File: src/rtl/dm_arb_pkg.sv
// Shared widths, request record and byte-strobe helper for the data-memory SRAM arbiter.
package dm_arb_pkg;

    localparam int ADDR_W       = 14;
    localparam int DATA_W       = 32;
    localparam int STRB_W       = DATA_W / 8;
    localparam int LOCK_MAX_DEF = 4;

    typedef logic port_id_t;

    typedef struct packed {
        logic              we;
        logic [ADDR_W-1:0] addr;
        logic [STRB_W-1:0] wstrb;
        logic [DATA_W-1:0] wdata;
        logic              lock;
    } mem_req_t;

    // SRAM bit-write-enable is active-low: a set strobe opens its whole byte lane.
    function automatic logic [DATA_W-1:0] strb_to_bweb(input logic [STRB_W-1:0] strb);
        logic [DATA_W-1:0] bweb;
        for (int i = 0; i < STRB_W; i++) begin
            bweb[8*i +: 8] = {8{~strb[i]}};
        end
        return bweb;
    endfunction

endpackage

File: src/rtl/dm_arb_rr.sv
// Two-way round-robin picker; an active, unexpired lock pins the grant to its owner.
module dm_arb_rr
    import dm_arb_pkg::*;
#(
    parameter int LOCK_MAX = LOCK_MAX_DEF,
    parameter int CNT_W    = $clog2(LOCK_MAX + 1)
) (
    input  logic [1:0]       req,
    input  logic             lock,
    input  port_id_t         last_gnt,
    input  port_id_t         lock_owner,
    input  logic [CNT_W-1:0] lock_cnt,
    output logic [1:0]       gnt
);

    logic lock_hold;

    always_comb begin
        lock_hold = lock && (lock_cnt < CNT_W'(LOCK_MAX)) && req[lock_owner];
        gnt       = 2'b00;
        if (lock_hold) begin
            gnt[lock_owner] = 1'b1;
        end else if (req == 2'b11) begin
            gnt[~last_gnt] = 1'b1;
        end else begin
            gnt = req;
        end
    end

endmodule

File: src/rtl/dm_sram_arbiter.sv
// Shares the 16K x 32 data-memory SRAM between the CPU LSU (port 0) and loader/DMA (port 1).
// Optional saturating grant/conflict counters are built when DM_ARB_PERF_EN is defined.
module dm_sram_arbiter
    import dm_arb_pkg::*;
#(
    parameter int LOCK_MAX = LOCK_MAX_DEF
) (
    input  logic              clk,
    input  logic              rst,
    input  logic              m0_req,
    input  logic              m0_we,
    input  logic [ADDR_W-1:0] m0_addr,
    input  logic [STRB_W-1:0] m0_wstrb,
    input  logic [DATA_W-1:0] m0_wdata,
    input  logic              m0_lock,
    output logic              m0_gnt,
    output logic              m0_rvalid,
    output logic [DATA_W-1:0] m0_rdata,
    input  logic              m1_req,
    input  logic              m1_we,
    input  logic [ADDR_W-1:0] m1_addr,
    input  logic [STRB_W-1:0] m1_wstrb,
    input  logic [DATA_W-1:0] m1_wdata,
    input  logic              m1_lock,
    output logic              m1_gnt,
    output logic              m1_rvalid,
    output logic [DATA_W-1:0] m1_rdata,
    output logic              sram_ceb,
    output logic              sram_web,
    output logic [DATA_W-1:0] sram_bweb,
    output logic [ADDR_W-1:0] sram_a,
    output logic [DATA_W-1:0] sram_di,
    input  logic [DATA_W-1:0] sram_do
`ifdef DM_ARB_PERF_EN
   ,output logic [31:0]       perf_gnt0,
    output logic [31:0]       perf_gnt1,
    output logic [31:0]       perf_conflict
`endif
);

    localparam int CNT_W = $clog2(LOCK_MAX + 1);

    port_id_t         last_gnt;
    port_id_t         lock_owner;
    port_id_t         rd_id;
    port_id_t         gnt_id;
    logic             lock_vld;
    logic [CNT_W-1:0] lock_cnt;
    logic             rd_pend;
    logic [1:0]       pick;
    logic [1:0]       gnt;
    logic             any_gnt;
    logic             lock_cont;
    mem_req_t         req0;
    mem_req_t         req1;
    mem_req_t         sel;

    assign req0 = '{we: m0_we, addr: m0_addr, wstrb: m0_wstrb, wdata: m0_wdata, lock: m0_lock};
    assign req1 = '{we: m1_we, addr: m1_addr, wstrb: m1_wstrb, wdata: m1_wdata, lock: m1_lock};

    dm_arb_rr #(
        .LOCK_MAX (LOCK_MAX),
        .CNT_W    (CNT_W)
    ) u_rr (
        .req        ({m1_req, m0_req}),
        .lock       (lock_vld),
        .last_gnt   (last_gnt),
        .lock_owner (lock_owner),
        .lock_cnt   (lock_cnt),
        .gnt        (pick)
    );

    // Grants are combinational, so they must be forced off while reset is held.
    assign gnt     = rst ? 2'b00 : pick;
    assign any_gnt = |gnt;
    assign gnt_id  = gnt[1];
    assign sel     = gnt_id ? req1 : req0;
    assign m0_gnt  = gnt[0];
    assign m1_gnt  = gnt[1];

    always_comb begin
        sram_ceb  = 1'b1;
        sram_web  = 1'b1;
        sram_bweb = '1;
        sram_a    = '0;
        sram_di   = '0;
        if (any_gnt) begin
            sram_ceb = 1'b0;
            sram_a   = sel.addr;
            if (sel.we) begin
                sram_web  = 1'b0;
                sram_bweb = strb_to_bweb(sel.wstrb);
                sram_di   = sel.wdata;
            end
        end
    end

    // A fresh lock (new owner, or after hitting the limit) restarts the streak at one.
    assign lock_cont = lock_vld && (lock_owner == gnt_id) && (lock_cnt < CNT_W'(LOCK_MAX));

    always_ff @(posedge clk or posedge rst) begin
        if (rst) begin
            last_gnt   <= 1'b1;
            lock_vld   <= 1'b0;
            lock_owner <= 1'b0;
            lock_cnt   <= '0;
            rd_pend    <= 1'b0;
            rd_id      <= 1'b0;
        end else begin
            rd_pend <= any_gnt && !sel.we;
            if (any_gnt) begin
                rd_id    <= gnt_id;
                last_gnt <= gnt_id;
            end
            if (any_gnt && sel.lock) begin
                lock_vld   <= 1'b1;
                lock_owner <= gnt_id;
                lock_cnt   <= lock_cont ? lock_cnt + CNT_W'(1) : CNT_W'(1);
            end else begin
                lock_vld <= 1'b0;
                lock_cnt <= '0;
            end
        end
    end

    assign m0_rvalid = rd_pend && (rd_id == 1'b0);
    assign m1_rvalid = rd_pend && (rd_id == 1'b1);
    assign m0_rdata  = m0_rvalid ? sram_do : '0;
    assign m1_rdata  = m1_rvalid ? sram_do : '0;

`ifdef DM_ARB_PERF_EN
    always_ff @(posedge clk or posedge rst) begin
        if (rst) begin
            perf_gnt0     <= '0;
            perf_gnt1     <= '0;
            perf_conflict <= '0;
        end else begin
            if (gnt[0] && perf_gnt0 != '1) perf_gnt0 <= perf_gnt0 + 32'd1;
            if (gnt[1] && perf_gnt1 != '1) perf_gnt1 <= perf_gnt1 + 32'd1;
            if (m0_req && m1_req && perf_conflict != '1) perf_conflict <= perf_conflict + 32'd1;
        end
    end
`endif

endmodule

File: config.mk
export PLATFORM = sky130hd
export DESIGN_NAME = dm_sram_arbiter
export DESIGN_NICKNAME = d
export VERILOG_FILES = /design/src/rtl/dm_arb_pkg.sv /design/src/rtl/dm_arb_rr.sv /design/src/rtl/dm_sram_arbiter.sv
export SDC_FILE = /design/constraint.sdc
export NUM_CORES = 1
export LEC_CHECK = 0
export ABC_AREA = 1
export BUFFER_PORTS_ARGS = -buffer_cell sky130_fd_sc_hd__buf_2
export CAP_MARGIN = 10
export CORE_AREA = 2 2 112 114
export DETAILED_ROUTE_END_ITERATION = 12
export DIE_AREA = 0 0 114 116
export SYNTH_ARGS = -nofsm -noshare
export SYNTH_HDL_FRONTEND = slang
export SYNTH_HIERARCHICAL = 1
export SYNTH_SLANG_ARGS = --single-unit
File: constraint.sdc
create_clock -name clk -period 2.49 [get_ports clk]
set_clock_uncertainty 0.15 [all_clocks]
set_input_delay 0.498 -clock clk [delete_from_list [all_inputs] [get_ports clk]]
set_output_delay 0.498 -clock clk [all_outputs]
set_load 0.01 [all_outputs]
==> results.toml <==
[sta]
hold_violations = 0
fmax_mhz = 395
min_period_over_period_pct = 102
min_period_ns = 2.53
rsz0062_at_grt = "true"
fin_ws_ns = -0.0418
relSlewSlack_pct = 78.1
finalSetupViolCount = 45
slew_violations = 0
tightest_slew_ns = 0.329

[worst_setup_path]
crit_top_cell = "nand2_2"
critPathKind = "register to output pin"
cp_max_fo = 7
rrSetupSlack_ns = 0.73
endpoint_kind = "output pin"
slowest_stage = "dfrtp_1"
cp-start-kind = "register"
regToRegEndpoint = "lock_cnt[1]"
critPathArrivalTime_ns = 1.88
r2r-start = "lock_cnt[2]"
max_stage_delay_ns = 0.38
crit_chain = "inv_2 > nand2_2 > nand2_2 > nand3_2 > nand2_4 > inv_4 > nor2_8 > buf_6 > buf_8 > buf_6 > nand2_2 > a21oi_2 > buf_2"
rr_worst_depth = 12
crit_required_ns = 1.84

[logic_synthesis]
synthMuxAreaShare_pct = 0
syn_inst = 433
synthTopCellsByArea = "nand2_1, nor2_1, buf_4"
ys_ff_latch = 8
yosysUniqueCellTypes = 22
avgSynthCellArea_um2 = 4.80
synth_adder_area_share_pct = 0.602
syn_nets = 574
syn_area_mm2 = 0.00208
synthSimpleGateAreaFrac_pct = 59.0
ys_seq_area_share_pct = 9.69
yosys.area.top_type = "nand2_1"
synth_top_family_by_area = "simple AND/OR/NAND/NOR gates"
synth.top_cell.area_share_pct = 35.0
synth_compound_area_share_pct = 5.18
yosys_warnings = 6
synth-xor-area-share_pct = 0

[global_route]
track_usage_pct = 13.8
met3_usage_pct = 1.15
grt_first_pass_wirelength_um = 14500
met1_usage_pct = 15.7
top_usage_layer = "met2"
grt_max_degree = 41
first_global_vias = 3029
use_met2_pct = 27.9
grt_antenna_before_repair = 0
gr-total-overflow = 0

[final_layout]
antenna_cells = 0
fillers = 1315
nets = 843
synthToLayoutAreaGrowth_pct = 102
finish.instance_area_mm2 = 0.00420
drive_gt1_share_pct = 53.4

[drt]
firstDrtPassIters = 4
wirelength_um = 10400
drt_iter0_drc = 94
wl_per_cell_um = 12.3
postRouteAntennaNets = 0
vias = 3419
drcViolationCount = 0
via_per_inst = 4.03

[job]
drv_cap = 0

[clock_tree]
h-tree-depth = 1
cts.sinks = 8
cts_tree = "done"
clk_pin_slew_worst_paths_ns = 0.04
numCtsBuffers = 3
clockRootBuffer = "clkbuf_16"
insertion_delay_ns = 0.23
clk_path_buf_depth = 2

[hold_path]
min_path_type = "input port to async pin"

[status]
violations = "negative setup slack"
outcome = "finished, violations left"

[place]
routabilityCongestion = 0.786
dpl_cell_area_mm2 = 0.00353
pre_cts_slack_ns = -0.0391
hpwl_um = 8360
io_buffers = 287

[power_and_ir_drop]
power.leakage_nw = 2.74
ir_drop_v = 0.000178
power_density_mw_per_mm2 = 412

[die]
core_mm2 = 0.0119
std_cell_rows = 40
start_util_pct = 17.4
die_w_um = 114
dieArea_mm2 = 0.0132
die_height_um = 116
io_pins = 288
-- worst max path at each step --
| stage | from | endpoint | slack [ns] |
|---|---|---|---|
| final | lock_cnt[2] | sram_a[10] | -0.04 |
| after global routing | lock_cnt[2] | sram_di[19] | -0.15 |
| after global placement | m0_req | sram_bweb[23] | -0.03 |
| after detailed placement | m0_req | sram_bweb[23] | -0.04 |
| after CTS | lock_cnt[2] | sram_a[8] | -0.11 |
| after floorplan | m0_req | sram_bweb[10] | 0.16 |
-- critical path: cells and delay by family, from the launching register on --
kind            cells  cell delay (ns)
buf+inv             6             0.64
flops               1             0.38
compound gates      1             0.11
simple gates        6             0.50
-- sequential cells by signal, indices dropped and copies added, names as in the netlist --
register and flops:
last_gnt 1, rd_pend 1, lock_cnt 3, lock_vld 1, rd_id 1, lock_owner 1
-- metal layers --
layer / wire length, µm / part of all wire, % / up-vias
li1: - / - / 1771
met1: 3970 / 38 / 1471
met2: 5710 / 55 / 172
met3: 700 / 6.7 / 5
met4: 57 / 0.55 / 0
met5: 0 / 0 / -
-- kinds of logic (layout without fill, tap and decap cells) --
kind of cell               after synthesis  after routing
AOI/OAI and AO/OA                       20             20
adders and majority gates                1              1
and+or+nand+nor                        306            306
buffers and inverters                   98            366
DFF                                      8              8
-- per-stage QoR --
stage | total power, mW | hold slack, ns | TNS, ns | instances | util (%)
global route | 1.86 | 0.0834 | -8.84 | 848 | 35.2
global placement | 1.22 | 0.300 | -0.206 | 835 | 29.6
floorplan | 0.808 | 0.148 | 0 | 433 | -
CTS | 1.65 | 0.0719 | -3.84 | 844 | 33.7
detailed placement | 1.22 | 0.302 | -0.297 | 835 | 29.6
finish | 1.73 | 0.0729 | -1.17 | 848 | 35.2
-- what timing repair did --
item                                    4_1_cts  5_1_grt
gates cloned                                  1        2
gates resized for setup                      74       28
setup buffers                                 5        2
pin swaps                                    21       21
hold buffers                                  0        0
endpoints found under the setup margin       78       80
-- synth_stat cells --
master,number
nor2_1,90
nor2_2,10
dfstp_2,1
a21oi_2,1
buf_8,1
nand2_2,3
ha_1,1
dfrtp_1,7
buf_4,28
a21oi_1,15
nor2_4,1
clkbuf_1,6
o21ai_2,1
nand3_1,5
o21ai_0,3
inv_1,43
buf_6,4
nand2_4,2
nand2_1,194
buf_2,13
inv_2,3
nor2_8,1
-- layout by cell type, fill, tap and decap left out, types with 5 or more instances in the layout --
cell,Yosys,final
buf_4,28,10
dfrtp_1,7,7
inv_1,43,42
nand2_2,3,22
nor2_2,10,10
nor2_1,90,90
clkbuf_16,0,5
a21oi_1,15,12
nand2_1,194,167
buf_2,13,254
buf_6,4,42
nand2_8,0,7
-- report_power, final --
part	switching (mW)	internal, mW
Clock	0.0684	0.214
Sequential	0.0139	0.157
Combinational	0.712	0.563
Total	0.794	0.934
-- cell type report --
| type | count | area, µm² | area share (%) |
|---|---|---|---|
| Timing Repair Buffer | 316 | 2020 | 48.0 |
| Multi-Input combinational cell | 327 | 1540 | 36.7 |
| Sequential cell | 8 | 201 | 4.80 |
| Tap cell | 147 | 184 | 4.38 |
| Inverter | 46 | 178 | 4.23 |
| Clock buffer | 4 | 78.8 | 1.88 |
Note: power is estimated with default switching activity, not from simulation.
